--- config.mk ---
export PLATFORM = sky130hd
export DESIGN_NAME = sys_bridge_n
export DESIGN_NICKNAME = d
export VERILOG_FILES = /design/src/rtl/sys_bridge_n.sv
export SDC_FILE = /design/constraint.sdc
export NUM_CORES = 1
export LEC_CHECK = 0
export BUFFER_PORTS_ARGS = -buffer_cell sky130_fd_sc_hd__buf_2
export CAP_MARGIN = 10
export CORE_AREA = 2 2 108 110
export CTS_CLUSTER_DIAMETER = 200
export DETAILED_ROUTE_END_ITERATION = 8
export DIE_AREA = 0 0 110 112
export GPL_TIMING_DRIVEN = 1
export PLACE_DENSITY = 0.83
export SYNTH_ARGS = -nofsm -noshare
export SYNTH_HDL_FRONTEND = slang
export SYNTH_SLANG_ARGS = --single-unit
--- constraint.sdc ---
create_clock -name clk -period 2.4 [get_ports clk]
set_clock_uncertainty 0.15 [all_clocks]
set_input_delay 0.24 -clock clk [delete_from_list [all_inputs] [get_ports clk]]
set_output_delay 0.24 -clock clk [all_outputs]
set_load 0.02 [all_outputs]
--- src/rtl/sys_bridge_n.sv ---
// sys_bridge_n: CPU-to-peripheral bridge for the MIPS system bus.
// Decodes one CPU request into a one-hot device select, runs a registered
// request/acknowledge handshake with a bounded wait, and returns read data
// with a ready/error pulse. Also owns the interrupt mask and aggregates
// device interrupts into a single registered CPU interrupt.
module sys_bridge_n #(
    parameter int unsigned N_DEV   = 4,
    parameter logic [31:0] BASE    = 32'h0000_7f00,
    parameter int unsigned STRIDE  = 16,
    parameter int unsigned WIN     = 12,
    parameter int unsigned TIMEOUT = 15
) (
    input  logic                        clk,
    input  logic                        reset_n,
    input  logic                        cpu_req,
    input  logic                        cpu_we,
    input  logic [31:0]                 cpu_addr,
    input  logic [31:0]                 cpu_wdata,
    output logic [31:0]                 cpu_rdata,
    output logic                        cpu_ready,
    output logic                        cpu_err,
    output logic [N_DEV-1:0]            dev_sel,
    output logic                        dev_we,
    output logic [$clog2(STRIDE)-3:0]   dev_addr,
    output logic [31:0]                 dev_wdata,
    input  logic [32*N_DEV-1:0]         dev_rdata,
    input  logic [N_DEV-1:0]            dev_ack,
    input  logic [N_DEV-1:0]            dev_irq,
    output logic                        irq_out
);

    localparam int unsigned SW        = $clog2(STRIDE);
    localparam int unsigned AW        = SW - 2;
    localparam int unsigned CW        = $clog2(TIMEOUT + 1);
    localparam logic [31:0] SPAN      = 32'(N_DEV * STRIDE);
    localparam logic [31:0] OFF_MASK  = 32'(STRIDE - 1);
    localparam logic [31:0] WIN_BYTES = 32'(WIN);
    localparam logic [31:0] CTRL_ADDR = BASE + SPAN;
    localparam logic [CW-1:0] CNT_MAX = CW'(TIMEOUT);

    typedef enum logic [1:0] {StIdle, StAccess, StDone} state_e;

    state_e            state_q, state_d;
    logic [31:0]       cpu_rdata_q, cpu_rdata_d;
    logic              cpu_ready_q, cpu_ready_d;
    logic              cpu_err_q, cpu_err_d;
    logic [N_DEV-1:0]  dev_sel_q, dev_sel_d;
    logic              dev_we_q, dev_we_d;
    logic [AW-1:0]     dev_addr_q, dev_addr_d;
    logic [31:0]       dev_wdata_q, dev_wdata_d;
    logic [CW-1:0]     wait_cnt_q, wait_cnt_d;
    logic [N_DEV-1:0]  irq_mask_q, irq_mask_d;
    logic [N_DEV-1:0]  irq_pending_q;
    logic              irq_out_q;

    logic [31:0]       off;
    logic              dev_hit;
    logic              ctrl_hit;
    logic              ack_hit;
    logic [31:0]       rdata_mux;

    // Offset wraps as unsigned, so addresses below BASE fall out of range.
    assign off      = cpu_addr - BASE;
    assign dev_hit  = (cpu_addr[1:0] == 2'b00) && (off < SPAN) && ((off & OFF_MASK) < WIN_BYTES);
    assign ctrl_hit = (cpu_addr == CTRL_ADDR);
    assign ack_hit  = |(dev_ack & dev_sel_q);

    // Read-data return mux driven by the held one-hot select.
    always_comb begin
        rdata_mux = '0;
        for (int i = 0; i < int'(N_DEV); i++) begin
            if (dev_sel_q[i]) rdata_mux = dev_rdata[32*i +: 32];
        end
    end

    // Next-state and registered-output logic for the handshake FSM.
    always_comb begin
        state_d     = state_q;
        cpu_rdata_d = cpu_rdata_q;
        cpu_ready_d = 1'b0;
        cpu_err_d   = 1'b0;
        dev_sel_d   = dev_sel_q;
        dev_we_d    = dev_we_q;
        dev_addr_d  = dev_addr_q;
        dev_wdata_d = dev_wdata_q;
        wait_cnt_d  = wait_cnt_q;
        irq_mask_d  = irq_mask_q;
        unique case (state_q)
            StIdle: begin
                if (cpu_req) begin
                    if (dev_hit) begin
                        state_d     = StAccess;
                        dev_sel_d   = N_DEV'(1) << (off >> SW);
                        dev_we_d    = cpu_we;
                        dev_addr_d  = off[SW-1:2];
                        dev_wdata_d = cpu_wdata;
                        wait_cnt_d  = '0;
                    end else if (ctrl_hit) begin
                        state_d     = StDone;
                        cpu_ready_d = 1'b1;
                        if (cpu_we) begin
                            irq_mask_d  = cpu_wdata[N_DEV-1:0];
                            cpu_rdata_d = '0;
                        end else begin
                            cpu_rdata_d = 32'(irq_mask_q);
                        end
                    end else begin
                        state_d     = StDone;
                        cpu_ready_d = 1'b1;
                        cpu_err_d   = 1'b1;
                        cpu_rdata_d = '0;
                    end
                end
            end
            StAccess: begin
                // An ack in the final wait cycle still wins over the timeout.
                if (ack_hit) begin
                    state_d     = StDone;
                    cpu_ready_d = 1'b1;
                    cpu_rdata_d = dev_we_q ? 32'h0 : rdata_mux;
                    dev_sel_d   = '0;
                    dev_we_d    = 1'b0;
                end else if (wait_cnt_q == CNT_MAX) begin
                    state_d     = StDone;
                    cpu_ready_d = 1'b1;
                    cpu_err_d   = 1'b1;
                    cpu_rdata_d = '0;
                    dev_sel_d   = '0;
                    dev_we_d    = 1'b0;
                end else begin
                    wait_cnt_d = wait_cnt_q + CW'(1);
                end
            end
            StDone: begin
                state_d = StIdle;
            end
            default: begin
                state_d   = StIdle;
                dev_sel_d = '0;
                dev_we_d  = 1'b0;
            end
        endcase
    end

    // FSM state and all bus-facing outputs are registered here.
    always_ff @(posedge clk or negedge reset_n) begin
        if (!reset_n) begin
            state_q     <= StIdle;
            cpu_rdata_q <= '0;
            cpu_ready_q <= 1'b0;
            cpu_err_q   <= 1'b0;
            dev_sel_q   <= '0;
            dev_we_q    <= 1'b0;
            dev_addr_q  <= '0;
            dev_wdata_q <= '0;
            wait_cnt_q  <= '0;
            irq_mask_q  <= '1;
        end else begin
            state_q     <= state_d;
            cpu_rdata_q <= cpu_rdata_d;
            cpu_ready_q <= cpu_ready_d;
            cpu_err_q   <= cpu_err_d;
            dev_sel_q   <= dev_sel_d;
            dev_we_q    <= dev_we_d;
            dev_addr_q  <= dev_addr_d;
            dev_wdata_q <= dev_wdata_d;
            wait_cnt_q  <= wait_cnt_d;
            irq_mask_q  <= irq_mask_d;
        end
    end

    // Two-stage interrupt path: sample device lines, then mask and reduce.
    always_ff @(posedge clk or negedge reset_n) begin
        if (!reset_n) begin
            irq_pending_q <= '0;
            irq_out_q     <= 1'b0;
        end else begin
            irq_pending_q <= dev_irq;
            irq_out_q     <= |(irq_pending_q & irq_mask_q);
        end
    end

    assign cpu_rdata = cpu_rdata_q;
    assign cpu_ready = cpu_ready_q;
    assign cpu_err   = cpu_err_q;
    assign dev_sel   = dev_sel_q;
    assign dev_we    = dev_we_q;
    assign dev_addr  = dev_addr_q;
    assign dev_wdata = dev_wdata_q;
    assign irq_out   = irq_out_q;

endmodule

Yosys cells after proc, flatten, opt, wreduce, memory -nomap -nowiden
Index checks and enable logic that the tools add are counted.
Operators by class
  $add $sub $neg: 2
  order comparisons: 2
  eq/ne operators: 10
  shift operators: 1
  mux-type cells: 42
  bitwise gates (word level): 4
  reduce and logical (&&, ||, !) cells: 13
Operator list (number)
  2-to-1 mux 32 bit: 10
  case mux 32 bit (2 select lines): 1
  2-to-1 mux 4 bit: 9
  equality test 32 x 15 -> 1 bit (second input constant): 1
  < comparator 32 x 7 -> 1 bit (second input constant): 1
  subtractor 32 x 15 -> 32 bit (second input constant): 1
  << shifter 1 x 28 -> 4 bit (first input constant): 1
  2-to-1 mux 1 bit: 12
  case mux 4 bit (3 select lines): 1
  != test 2 bit (second input constant): 5
  AND reduction 5 bit: 2
  bitwise AND 4 bit: 2
  2-to-1 mux 2 bit: 4
  case mux 4 bit (2 select lines): 1
  AND reduction 4 bit: 2
  OR reduction 4 bit: 2
  adder 4 x 1 -> 4 bit (second input constant): 1
  equality test 4 bit (second input constant): 1
  logical NOT 2 bit: 2
  < comparator 4 bit (second input constant): 1
  case mux 1 bit (2 select lines): 2
  case mux 2 bit (2 select lines): 1
  != test 3 bit (second input constant): 1
  case mux 1 bit (3 select lines): 1
  7 further kinds: 9
Word-level totals
  flip-flop bits (word level): 88
  input port bits: 204
  output and inout bits: 74
  logic and storage cells: 86

Logic depth before layout (Yosys ltp)
  depth in word-level cells: 7
  depth in mapped cells: 11
  gate-level depth less buffers: 8

Worst setup path before layout
OpenSTA, ideal clock, no wires.
  kind: input to register
  start point: in cpu_addr[17]
  end point: reg dev_addr_q[0] (netlist: dev_addr[0])
  library setup time: 0.127 ns
  data arrival time: 2.925 ns
  required time: 2.123 ns
  setup slack: -0.802 ns
  stages on the path: 11
  path buffers: 4
  cells stage by stage: buf_2 > nor4_4 > nand2_1 > a221o_1 > a2111o_1 > or4b_1 > buf_4 > nor3_4 > buf_6 > buf_6 > mux2_1
On the way
  longest elaborated chain between the ends: 5
RTL lines
  start, declared: line 17  | input logic [31:0] cpu_addr,
  subtractor 32 x 15 -> 32 bit: line 63  | assign off = cpu_addr - BASE;
  < comparator 32 x 7 -> 1 bit: line 64  | assign dev_hit = (cpu_addr[1:0] == 2'b00) && (off < SPAN) && ((off & OFF_MASK) < WIN_BYTES);
  logical AND 1 bit (2 in series): line 64
  AND reduction 3 bit (no line)
  end signal, assigned: line 165  | dev_addr_q <= dev_addr_d;
  end, declared: line 49  | logic [AW-1:0] dev_addr_q, dev_addr_d;
No other way between the ends.
A chain may end at the register's enable or synchronous reset.

Worst setup path in the final report
  start point: in cpu_addr[8]
  end point: reg dev_wdata_q[0] (netlist: dev_wdata[0])
On the way
  longest elaborated chain between the ends: 5
RTL lines
  subtractor 32 x 15 -> 32 bit: line 63
  < comparator 32 x 7 -> 1 bit: line 64
  logical AND 1 bit (2 in series): line 64
  AND reduction 3 bit (no line)
  end signal, assigned: line 166  | dev_wdata_q <= dev_wdata_d;
  end, declared: line 50  | logic [31:0] dev_wdata_q, dev_wdata_d;
No other way between the ends.

==> run_summary.xml <==
<?xml version="1.0" encoding="UTF-8"?>
<metrics>
  <group name="floorplanning">
    <metric name="die_x" unit="um">110</metric>
    <metric name="die-area" unit="mm^2">0.01232</metric>
    <metric name="fp-row-count" unit="">39</metric>
    <metric name="die_h" unit="um">112</metric>
    <metric name="total_core_area" unit="mm^2">0.01117</metric>
    <metric name="start_util" unit="%">44.05</metric>
    <metric name="pin_count" unit="">278</metric>
  </group>
  <group name="detailed_routing">
    <metric name="drc_violation_count_after_routing" unit="">0</metric>
    <metric name="post_drt_wl_per_cell" unit="um">19.01</metric>
    <metric name="iteration_count_of_the_initial_detailed_routing_pass" unit="">5</metric>
    <metric name="vias" unit="">5731</metric>
    <metric name="final_antenna_net_count" unit="">0</metric>
    <metric name="drt-initial-drc-count" unit="">491</metric>
    <metric name="vias_per_cell" unit="">5.613</metric>
    <metric name="route.final.wire_length" unit="um">19410</metric>
  </group>
  <group name="placed_design">
    <metric name="post_dp_cell_area" unit="mm^2">0.006997</metric>
    <metric name="post-dp-hpwl" unit="um">13240</metric>
    <metric name="pre_cts_ws" unit="ns">-0.8024</metric>
    <metric name="place.port_buffers" unit="">277</metric>
    <metric name="gp_congestion" unit="">0.9754</metric>
  </group>
  <group name="critical_path">
    <metric name="critPathArrivalTime" unit="ns">2.93</metric>
    <metric name="path_class" unit="">in2reg</metric>
    <metric name="cpPeakStageDelay" unit="ns">0.59</metric>
    <metric name="critical_path.top_delay_family" unit="">simple AND/OR/NAND/NOR gates</metric>
    <metric name="cp-start-kind" unit="">primary input</metric>
    <metric name="critPathRequiredTime" unit="ns">2.47</metric>
    <metric name="cpMaxStageDelayCell" unit="">sky130_fd_sc_hd__or4b_4</metric>
    <metric name="timing.critical_path.cells" unit="">buf_6, ha_4, and2_4, a311o_1, o311a_1, a2111o_1, or4b_4, nor3_4, buf_12, clkbuf_16, mux2_4</metric>
    <metric name="crit_path_capture_type" unit="">flop</metric>
    <metric name="critPathBufInv" unit="">3</metric>
    <metric name="crit_fanout" unit="">6</metric>
  </group>
  <group name="global_routing">
    <metric name="first_global_vias" unit="">5605</metric>
    <metric name="grt_start_max_net_pins" unit="">67</metric>
    <metric name="grt_pass1_wl" unit="um">28460</metric>
    <metric name="antenna_found_initial" unit="">2</metric>
    <metric name="globalRouteOverflowTotal" unit="">0</metric>
    <metric name="gr-usage-all-layers" unit="%">30.36</metric>
  </group>
  <group name="logic_synthesis">
    <metric name="ys_seq_area_share" unit="%">44.84</metric>
    <metric name="synth_cells" unit="">503</metric>
    <metric name="synth.net_count" unit="">710</metric>
    <metric name="syn-cell-area" unit="mm^2">0.004922</metric>
    <metric name="post-synth-top-area-fraction" unit="%">42.70</metric>
    <metric name="yosys-top-cells-area" unit="">sky130_fd_sc_hd__dfrtp_1 43%, sky130_fd_sc_hd__a22o_1 5.5%, sky130_fd_sc_hd__mux2_2 5.3%</metric>
    <metric name="netlist-cell-type-count" unit="">57</metric>
    <metric name="yosys.area.top_type" unit="">sky130_fd_sc_hd__dfrtp_1</metric>
    <metric name="ys_dominant_reg_cell" unit="">sky130_fd_sc_hd__dfrtp_1</metric>
    <metric name="synth.ff_latch_count" unit="">88</metric>
    <metric name="synth.yosys.warnings" unit="">0</metric>
    <metric name="synth_area_per_cell" unit="um^2">9.786</metric>
    <metric name="synthArstFlopShare" unit="%">100.0</metric>
    <metric name="synth_enable_flop_cells" unit="">0</metric>
  </group>
  <group name="clock_network">
    <metric name="clock_tree.buffer_depth" unit="">2</metric>
    <metric name="ctsHtreeMaxLevel" unit="">3</metric>
    <metric name="cts.clk_slew.worst_paths" unit="ns">0.07</metric>
    <metric name="cts_buffers" unit="">9</metric>
    <metric name="root_buffer" unit="">sky130_fd_sc_hd__clkbuf_16</metric>
    <metric name="tritoncts" unit="">yes</metric>
    <metric name="clk-insertion-delay-late" unit="ns">0.34</metric>
    <metric name="clkSinkCount" unit="">88</metric>
  </group>
  <group name="timing">
    <metric name="worst_pin_slew" unit="ns">0.6028</metric>
    <metric name="final.setup.tns" unit="ns">-27.52</metric>
    <metric name="finalCriticalPeriod" unit="ns">2.853</metric>
    <metric name="layout_setup_ws" unit="ns">-0.4532</metric>
    <metric name="fin_crit_sh" unit="%">118.9</metric>
    <metric name="finalHoldViolations" unit="">0</metric>
    <metric name="timing_max_transition_violations_final" unit="">0</metric>
    <metric name="rsz0062_at_grt" unit="">true</metric>
    <metric name="final.hold.worst_slack" unit="ns">0.02233</metric>
    <metric name="max-slew-margin-rel" unit="%">59.66</metric>
    <metric name="max_freq" unit="MHz">350.5</metric>
    <metric name="report.final.setup_viol" unit="">78</metric>
  </group>
  <group name="final_layout">
    <metric name="layout.nets" unit="">1078</metric>
    <metric name="relative_area_change_from_synthesis_to_final_layout" unit="%">62.96</metric>
    <metric name="post_route_cell_area" unit="mm^2">0.008021</metric>
    <metric name="finish.utilization" unit="%">71.78</metric>
    <metric name="filler_cell_count" unit="">826</metric>
    <metric name="proportion_of_layout_cells_with_a_drive_suffix_above_1" unit="%">51.37</metric>
  </group>
  <group name="run_status">
    <metric name="violated_checks" unit="">setup timing</metric>
    <metric name="outcome" unit="">finished with violations</metric>
  </group>
  <group name="worst_hold_path">
    <metric name="min-delay-path-class" unit="">in2reg</metric>
  </group>
  <group name="pwr">
    <metric name="ir_worst_vdd" unit="mV">0.3522</metric>
    <metric name="power.density" unit="mW/mm^2">411.8</metric>
    <metric name="static-leakage-power" unit="nW">4.090</metric>
  </group>
  <group name="run">
    <metric name="timing.max_cap.violations" unit="">0</metric>
  </group>
</metrics>
per-layer routing:
metal	vias to the layer above	global-route usage (%)	share of wire, %
li1	2641	-	-
met1	2728	35.71	37
met3	54	6.323	8.3
met4	0	13.16	3.5
met5	-	0	0
met2	308	52.64	51
path summary, 6_finish.rpt:
check                                   from            end  slack [ns]  cells past startpoint
worst max-delay path             cpu_addr[8]   dev_wdata[0]       -0.45                     11
worst min-delay path             cpu_addr[3]    dev_addr[1]        0.02                      2
worst max register to register    dev_sel[1]  wait_cnt_q[3]        0.17                      7
worst min register to register  dev_wdata[1]   dev_wdata[1]        0.35                      1
max in group asynchronous            reset_n  irq_mask_q[0]        1.12                      3
min in group asynchronous            reset_n  dev_wdata[27]        0.28                      2
cell families (layout without fill, tap and decap cells):
logic type	count (synthesis)	count (layout)	share of synthesized area, %
AO/OA/AOI/OAI	173	173	24.30
AND/OR/NAND/NOR	147	147	15.25
flip-flops	88	88	44.84
buffers and inverters	45	418	4.296
multiplexers	43	43	9.837
XOR/XNOR	4	4	0.7119
adder cells (fa/ha/maj)	3	3	0.7627
other	0	2	0
registers in the layout, summed over array words and instances (netlist names):
signal,count
state_q,2
cpu_rdata,32
cpu_ready,1
dev_we,1
cpu_err,1
irq_pending_q,4
dev_wdata,32
wait_cnt_q,4
dev_addr,2
dev_sel,4
irq_out,1
irq_mask_q,4
stage by stage:
step                      instances  power (W)
final                          1021   0.003303
after global routing           1020   0.003434
after CTS                      1016   0.003300
after detailed placement        956   0.001896
after global placement          956   0.001888
after floorplan                 503   0.001603
where the power goes:
part / total, W / switching, W / internal [W]
Sequential: 0.00149 / 0.00000315 / 0.00149
Combinational: 0.000470 / 0.000207 / 0.000263
Clock: 0.00134 / 0.000623 / 0.000717
Yosys cell counts (all sizes together) (2+ instances only):
| cell | count |
|---|---|
| buf | 10 |
| or3 | 4 |
| a221oi | 5 |
| nand2b | 3 |
| nor4 | 5 |
| and3 | 4 |
| nor3 | 14 |
| a22oi | 31 |
| a21oi | 39 |
| xor2 | 2 |
| o21ai | 38 |
| xnor2 | 2 |
| o211ai | 3 |
| nand3 | 12 |
| nand2 | 44 |
| mux2 | 43 |
| o31ai | 3 |
| or4 | 2 |
| a22o | 31 |
| nand4 | 7 |
| dfrtp | 84 |
| o311a | 5 |
| a31o | 3 |
| inv | 7 |
| dfstp | 4 |
| o41ai | 2 |
| nand4b | 2 |
| clkbuf | 28 |
| nor2 | 38 |
| nor2b | 8 |
| ha | 3 |
placed cells by master, fill, tap and decap left out, types with 7 or more instances in the layout:
cell,count
sky130_fd_sc_hd__nand2_1,43
sky130_fd_sc_hd__mux2_4,37
sky130_fd_sc_hd__buf_2,272
sky130_fd_sc_hd__clkbuf_16,11
sky130_fd_sc_hd__nor2b_1,7
sky130_fd_sc_hd__nand4_1,7
sky130_fd_sc_hd__dlygate4sd3_1,35
sky130_fd_sc_hd__buf_4,64
sky130_fd_sc_hd__nor2_1,36
sky130_fd_sc_hd__dfrtp_1,82
sky130_fd_sc_hd__o21ai_0,35
sky130_fd_sc_hd__nor3_1,11
sky130_fd_sc_hd__buf_6,9
sky130_fd_sc_hd__a22oi_1,31
sky130_fd_sc_hd__buf_12,7
sky130_fd_sc_hd__a21oi_1,38
sky130_fd_sc_hd__nand3_1,10
sky130_fd_sc_hd__a22o_1,31
area by class of cell:
type | instances | area, um^2 | share of cell area (%)
repair buffers | 395 | 2599 | 32.40
multi-input cells | 370 | 2721 | 33.93
flip-flops and latches | 88 | 2210 | 27.55
inverters | 7 | 26.28 | 0.3276
clock inverters | 6 | 52.55 | 0.6551
well taps | 143 | 178.9 | 2.231
diodes | 2 | 5.005 | 0.06239
clock buffers | 10 | 229.0 | 2.854
repair_timing:
action                     in CTS  in global routing
buffers inserted                7                  2
hold buffers                   34                  1
resized for setup              31                 29
hold endpoints to repair       73                  1
pin swaps                       2                 11
setup endpoints to repair      79                 79
gates cloned                    3                  3
Note: power is estimated with default switching activity, not from simulation.
